[config.mk]
export PLATFORM = sky130hd
export DESIGN_NAME = matrix_mul_seq
export DESIGN_NICKNAME = d
export VERILOG_FILES = /design/src/rtl/matrix_pkg.sv /design/src/rtl/matrix_round_sat.sv /design/src/rtl/matrix_mul_seq.sv
export SDC_FILE = /design/constraint.sdc
export NUM_CORES = 2
export LEC_CHECK = 0
export ABC_CLOCK_PERIOD_IN_PS = 24900
export CAP_MARGIN = 10
export CORE_UTILIZATION = 50
export CTS_CLUSTER_DIAMETER = 50
export DETAILED_ROUTE_END_ITERATION = 10
export PLACE_DENSITY = 0.71
export SYNTH_ARGS = -nofsm -noshare
export SYNTH_HDL_FRONTEND = slang
export SYNTH_HIERARCHICAL = 1
export SYNTH_SLANG_ARGS = --single-unit
[constraint.sdc]
create_clock -name clk -period 24.9 [get_ports clk]
set_input_delay 4.98 -clock clk [delete_from_list [all_inputs] [get_ports clk]]
set_output_delay 4.98 -clock clk [all_outputs]
set_load 0.005 [all_outputs]
[src/rtl/matrix_pkg.sv]
// Shared types and width helpers for the sequenced matrix multiplier.
// Widths are derived here so the top and the rounding stage agree on them.
package matrix_pkg;

  typedef enum logic [2:0] {
    S_IDLE,
    S_MAC,
    S_ROUND,
    S_OUT,
    S_DONE
  } state_e;

  function automatic int clog2(input int v);
    int r;
    r = 0;
    for (int p = 1; p < v; p = p * 2) r++;
    return r;
  endfunction

  function automatic int addr_width(input int n);
    return clog2(n * n);
  endfunction

  // Sum of n full-precision products can never overflow this width.
  function automatic int acc_width(input int dw, input int n);
    return 2 * dw + clog2(n);
  endfunction

  function automatic logic signed [127:0] smax(input int dw);
    return (128'sd1 <<< (dw - 1)) - 128'sd1;
  endfunction

  function automatic logic signed [127:0] smin(input int dw);
    return -(128'sd1 <<< (dw - 1));
  endfunction

endpackage

[src/rtl/matrix_round_sat.sv]
// Combinational round-half-up, shift by FRAC, then saturate or wrap to DW.
// ovf_o flags any result outside the signed DW range, whichever mode is built.
module matrix_round_sat
  import matrix_pkg::*;
#(
  parameter int DW   = 32,
  parameter int ACCW = 66,
  parameter int FRAC = 0,
  parameter int SAT  = 1
) (
  input  logic signed [ACCW-1:0] acc_i,
  output logic        [DW-1:0]   res_o,
  output logic                   ovf_o
);

  localparam logic signed [ACCW-1:0] RND  = ACCW'((128'd1 << FRAC) >> 1);
  localparam logic signed [ACCW-1:0] MAXV = ACCW'(smax(DW));
  localparam logic signed [ACCW-1:0] MINV = ACCW'(smin(DW));

  logic signed [ACCW-1:0] sum;
  logic signed [ACCW-1:0] t;
  logic                   hi;
  logic                   lo;

  assign sum = acc_i + RND;
  assign t   = sum >>> FRAC;

  always_comb begin
    hi    = t > MAXV;
    lo    = t < MINV;
    ovf_o = hi | lo;
    res_o = t[DW-1:0];
    if (SAT != 0 && hi) res_o = MAXV[DW-1:0];
    else if (SAT != 0 && lo) res_o = MINV[DW-1:0];
  end

endmodule

[src/rtl/matrix_mul_seq.sv]
// Sequenced NxN signed matrix multiply R = A x B, one MAC per cycle.
// Operands live in local register storage; results stream out row-major.
module matrix_mul_seq
  import matrix_pkg::*;
#(
  parameter int N    = 4,
  parameter int DW   = 32,
  parameter int FRAC = 0,
  parameter int SAT  = 1,
  localparam int AW   = addr_width(N),
  localparam int ACCW = acc_width(DW, N)
) (
  input  logic          clk,
  input  logic          rst,
  input  logic          a_we,
  input  logic [AW-1:0] a_waddr,
  input  logic [DW-1:0] a_wdata,
  input  logic          b_we,
  input  logic [AW-1:0] b_waddr,
  input  logic [DW-1:0] b_wdata,
  input  logic          start,
  output logic          busy,
  output logic          done,
  output logic          ovf,
  output logic          r_valid,
  input  logic          r_ready,
  output logic [DW-1:0] r_data,
  output logic [AW-1:0] r_addr,
  output logic          r_last
);

  localparam int            IW       = clog2(N);
  localparam int            NE       = N * N;
  localparam logic [IW-1:0] LAST_IDX = IW'(N - 1);
  localparam logic [AW-1:0] N_AW     = AW'(N);

  state_e                 state_q, state_d;
  logic [DW-1:0]          a_mem_q [NE];
  logic [DW-1:0]          b_mem_q [NE];
  logic [IW-1:0]          i_q, i_d, j_q, j_d, k_q, k_d;
  logic signed [ACCW-1:0] acc_q, acc_d;
  logic [DW-1:0]          r_data_q, r_data_d;
  logic [AW-1:0]          r_addr_q, r_addr_d;
  logic                   r_last_q, r_last_d;
  logic                   ovf_q, ovf_d;

  logic [AW-1:0]          a_raddr, b_raddr;
  logic [DW-1:0]          a_elem, b_elem;
  logic signed [2*DW-1:0] a_ext, b_ext, prod;
  logic [DW-1:0]          rs_data;
  logic                   rs_ovf;

  assign a_raddr = AW'(i_q) * N_AW + AW'(k_q);
  assign b_raddr = AW'(k_q) * N_AW + AW'(j_q);
  assign a_elem  = a_mem_q[a_raddr];
  assign b_elem  = b_mem_q[b_raddr];
  assign a_ext   = $signed({{DW{a_elem[DW-1]}}, a_elem});
  assign b_ext   = $signed({{DW{b_elem[DW-1]}}, b_elem});
  assign prod    = a_ext * b_ext;

  matrix_round_sat #(
    .DW  (DW),
    .ACCW(ACCW),
    .FRAC(FRAC),
    .SAT (SAT)
  ) u_round (
    .acc_i(acc_q),
    .res_o(rs_data),
    .ovf_o(rs_ovf)
  );

  // Operand storage only accepts writes while idle so a run sees stable inputs.
  always_ff @(posedge clk) begin
    if (rst) begin
      for (int e = 0; e < NE; e++) begin
        a_mem_q[e] <= '0;
        b_mem_q[e] <= '0;
      end
    end else if (state_q == S_IDLE) begin
      if (a_we) a_mem_q[a_waddr] <= a_wdata;
      if (b_we) b_mem_q[b_waddr] <= b_wdata;
    end
  end

  always_ff @(posedge clk) begin
    if (rst) begin
      state_q  <= S_IDLE;
      i_q      <= '0;
      j_q      <= '0;
      k_q      <= '0;
      acc_q    <= '0;
      r_data_q <= '0;
      r_addr_q <= '0;
      r_last_q <= 1'b0;
      ovf_q    <= 1'b0;
    end else begin
      state_q  <= state_d;
      i_q      <= i_d;
      j_q      <= j_d;
      k_q      <= k_d;
      acc_q    <= acc_d;
      r_data_q <= r_data_d;
      r_addr_q <= r_addr_d;
      r_last_q <= r_last_d;
      ovf_q    <= ovf_d;
    end
  end

  always_comb begin
    state_d  = state_q;
    i_d      = i_q;
    j_d      = j_q;
    k_d      = k_q;
    acc_d    = acc_q;
    r_data_d = r_data_q;
    r_addr_d = r_addr_q;
    r_last_d = r_last_q;
    ovf_d    = ovf_q;
    case (state_q)
      S_IDLE: begin
        if (start) begin
          state_d = S_MAC;
          ovf_d   = 1'b0;
          i_d     = '0;
          j_d     = '0;
          k_d     = '0;
        end
      end
      S_MAC: begin
        // k==0 restarts the sum so no separate clear cycle is needed.
        acc_d = ((k_q == '0) ? '0 : acc_q) + ACCW'(prod);
        if (k_q == LAST_IDX) begin
          k_d     = '0;
          state_d = S_ROUND;
        end else begin
          k_d = k_q + IW'(1);
        end
      end
      S_ROUND: begin
        r_data_d = rs_data;
        r_addr_d = AW'(i_q) * N_AW + AW'(j_q);
        r_last_d = (i_q == LAST_IDX) && (j_q == LAST_IDX);
        if (rs_ovf) ovf_d = 1'b1;
        state_d = S_OUT;
      end
      S_OUT: begin
        if (r_ready) begin
          state_d = S_MAC;
          if (j_q == LAST_IDX) begin
            j_d = '0;
            if (i_q == LAST_IDX) begin
              i_d     = '0;
              state_d = S_DONE;
            end else begin
              i_d = i_q + IW'(1);
            end
          end else begin
            j_d = j_q + IW'(1);
          end
        end
      end
      S_DONE:  state_d = S_IDLE;
      default: state_d = S_IDLE;
    endcase
  end

  assign busy    = (state_q == S_MAC) || (state_q == S_ROUND) || (state_q == S_OUT);
  assign done    = (state_q == S_DONE);
  assign r_valid = (state_q == S_OUT);
  assign r_last  = r_last_q && (state_q == S_OUT);
  assign r_data  = r_data_q;
  assign r_addr  = r_addr_q;
  assign ovf     = ovf_q;

endmodule

==> impl_results.rst <==
.. list-table::
   :header-rows: 1

   * - Metric
     - Value
   * - Result of the run
     - complete, no violations
   * - Worst path required time
     - 25,490 ps
   * - Hold-fix buffer count after cts
     - 0
   * - Dominant cell type by area after synthesis
     - sky130_fd_sc_hd__edfxtp_1
   * - # resized after CTS
     - 0
   * - Worst Clk Skew
     - 115 ps
   * - X dimension of the die
     - 426 µm
   * - H-tree Lvls
     - 3
   * - Share of synthesized area spent on multiplexers
     - 7.51%
   * - Arrival time worst endpoint
     - 14,990 ps
   * - Die area
     - 182,000 µm²
   * - Detail-routed via count per cell
     - 5.90
   * - Starting density of the core
     - 50.4%
   * - Yosys synthesis warning count
     - 6
   * - Upper clock frequency limit
     - 69.5 MHz
   * - Clock sink count
     - 1,137
   * - Area Overhead vs Synth
     - 8.61%
   * - Via count of the first global-routing pass
     - 63.7k
   * - Unrepaired setup endpoints after global routing
     - false
   * - Post-CTS setup-driven buffer insertion count
     - 0
   * - Startpoint type of the worst setup path
     - flip-flop
   * - I/O pin count
     - 119
   * - Detail-routed net length per standard cell
     - 25.5 µm
   * - Synth unique cells
     - 86
   * - Normalized max-slew margin
     - 21.5%
   * - Placed wire-length estimate
     - 178,000 µm
   * - Number of nets in the final layout
     - 9,291
   * - Nets in the synthesized netlist
     - 9,414
   * - Most used cells in the layout excluding fill and tap cells
     - sky130_fd_sc_hd__fa_1, sky130_fd_sc_hd__and2_1, sky130_fd_sc_hd__edfxtp_1
   * - Final Routed Wirelength
     - 264,000 µm
   * - Largest family of logic cells by synthesized area
     - adder cells
   * - Maximum number of pins on one net before global-route repair
     - 89
   * - Max clock buf depth
     - 3
   * - Fraction of the mapped netlist area in adder cells
     - 27.6%
   * - Critical path start-end classification
     - flip-flop to flip-flop
   * - Worst slew pin tran
     - 1180 ps
   * - Iteration count of the initial detailed-routing pass
     - 6
   * - CTS tree
     - done
   * - Number of flops mapped to enable cells by yosys
     - 1,024
   * - Clock slew seen by the registers of the worst setup and hold paths
     - 60 ps
   * - Input/output buffers
     - 118
   * - Global-route wire length before repair
     - 397,000 µm
   * - Post-layout min period
     - 14,400 ps
   * - Category of cells accounting for the largest share of critical-path delay
     - adder cells
   * - Row count
     - 155
   * - Top fanout value on the critical path
     - 43
   * - Initial antenna violation count
     - 15
   * - Post-synthesis register bit count
     - 1,137
   * - Initial DRC count
     - 6,956
   * - Number of buffers inserted during clock tree synthesis
     - 120
   * - Top cells by area in the synthesized netlist
     - sky130_fd_sc_hd__edfxtp_1, sky130_fd_sc_hd__fa_1, sky130_fd_sc_hd__and2_1
   * - Most common cell after layout, fill and taps aside
     - sky130_fd_sc_hd__fa_1
   * - Kind of end point of the critical path
     - flip-flop
   * - Xor and xnor fraction of the mapped netlist area
     - 1.21%
   * - Final Hold Fails
     - 0
   * - Synthesized area
     - 90,000 µm²
   * - DRT antenna net count
     - 0
   * - Clock network latency to the later pin of the worst-skew pair
     - 840 ps
   * - Slowest library cell on the worst path
     - sky130_fd_sc_hd__buf_4
   * - Fraction of the yosys area taken by sequential cells
     - 36.7%
   * - Placeable core area
     - 179,000 µm²
   * - GP Congestion
     - 0.985
   * - Cell occurring most often along the worst timing path
     - sky130_fd_sc_hd__fa_1
   * - Final worst path period share
     - 57.8%
   * - Most used flip-flop cell after synthesis
     - sky130_fd_sc_hd__edfxtp_1
   * - Final setup violating endpoints
     - 0
   * - Worst Hold Class
     - flip-flop to flip-flop
   * - Share of the synthesized area in compound gates (AO/OA/AOI/OAI)
     - 4.75%
   * - Share of final-layout standard cells stronger than drive strength 1
     - 9.41%
   * - Global Route Usage Sum
     - 29.5%
   * - WP buf/inv
     - 7
   * - Number of instances in the synthesized netlist
     - 8,000
   * - Simple-gate share of the synthesized area
     - 15.9%
   * - Largest stage delay, worst path
     - 810 ps
   * - Clock root buffer master
     - sky130_fd_sc_hd__clkbuf_16
   * - Asr flop ratio synth
     - 0%
   * - Pins over their slew limit
     - 0
   * - Setup TNS after final layout
     - 0 ps
   * - DIE HEIGHT
     - 426 µm
   * - # DRC
     - 0
   * - Vias
     - 61.0k
   * - Total grt overflow
     - 0
   * - Max-cap violations
     - 0
   * - Fraction of post-synthesis cell area in the top cell type by area
     - 34.1%
   * - Average footprint of a synthesized cell
     - 11.3 µm²
-- sequential cells by signal, indices dropped and copies added (netlist names) --
signal,cells
state_q,3
i_q,2
a_mem_q,512
acc_q,66
r_data,32
k_q,2
r_addr,4
r_last_q,1
b_mem_q,512
j_q,2
ovf,1
-- kinds of logic after synthesis --
| logic type | Yosys count |
|---|---|
| AOI/OAI and AO/OA | 671 |
| muxes | 328 |
| xor gates and xnor gates | 124 |
| adders and majority gates | 1336 |
| buffers and inverters | 1525 |
| DFF | 1137 |
| and+or+nand+nor | 2879 |
-- through the flow --
step                      std cells  utilization, %  setup slack [ps]  hold slack (ps)  cell area, µm²
final                         10300            54.8             10500              449           97800
after global routing          10300            54.8              9820              464           97800
after CTS                     10300            54.7             10490              450           97800
after detailed placement      10100            52.5             10530              442           93800
after global placement        10100            52.5             10740              440           93800
after floorplan                8000               -             12370              432           90000
-- cell usage after synthesis (all sizes together), types with 11 or more instances --
cell type,number
nand2b,28
a211oi,24
xnor2,85
a21o,76
and3,16
a21oi,228
clkbuf,443
o21bai,24
o21ai,146
dfxtp,113
nand4,37
buf,70
o21a,46
nor2,623
mux2,24
nor2b,79
o2bb2ai,32
edfxtp,1024
or3,11
a31oi,18
fa,1083
inv,1006
nand2,856
mux4,276
ha,253
nor3,31
nor4,51
or2,13
nand3,56
and2,1050
xor2,39
mux2i,28
-- metal layers --
layer / vias to the layer above / global-route usage (%) / share of wire [%] / wire length (µm)
met3: 660 / 7.81 / 12 / 31600
met2: 3464 / 46.7 / 46 / 121000
met5: - / 0 / 0.031 / 82
met4: 12 / 11.1 / 4.3 / 11200
li1: 25800 / - / - / -
met1: 31000 / 39.1 / 38 / 100000
-- worst paths after layout --
check | startpoint | end | slack, ps | cells after the start
hold / removal | r_last_q | r_last_q | 450 | 2
setup / recovery | j_q[0] | acc_q[65] | 10500 | 42
hold reg to reg | r_last_q | r_last_q | 450 | 2
setup reg to reg | j_q[0] | acc_q[65] | 10500 | 42
-- tightest hold or removal path, delay by kind of cell (launching register included) --
kind             cells  cell delay (ps)
AND/OR/NAND/NOR      1               50
AO/OA/AOI/OAI        1               50
flip-flops           1              300
-- layout make-up --
class / instances / area (µm²)
flip-flops and latches: 1137 / 33000
well taps: 2355 / 2950
repair buffers: 268 / 2330
clock inverters: 68 / 787
inverters: 1012 / 3800
fillers: 14900 / 80800
clock buffers: 149 / 3130
diodes: 5 / 12.5
multi-input cells: 5338 / 51800
Power is not shown: default switching activity piles up to over one toggle a cycle in this logic, so the estimate is an artifact.
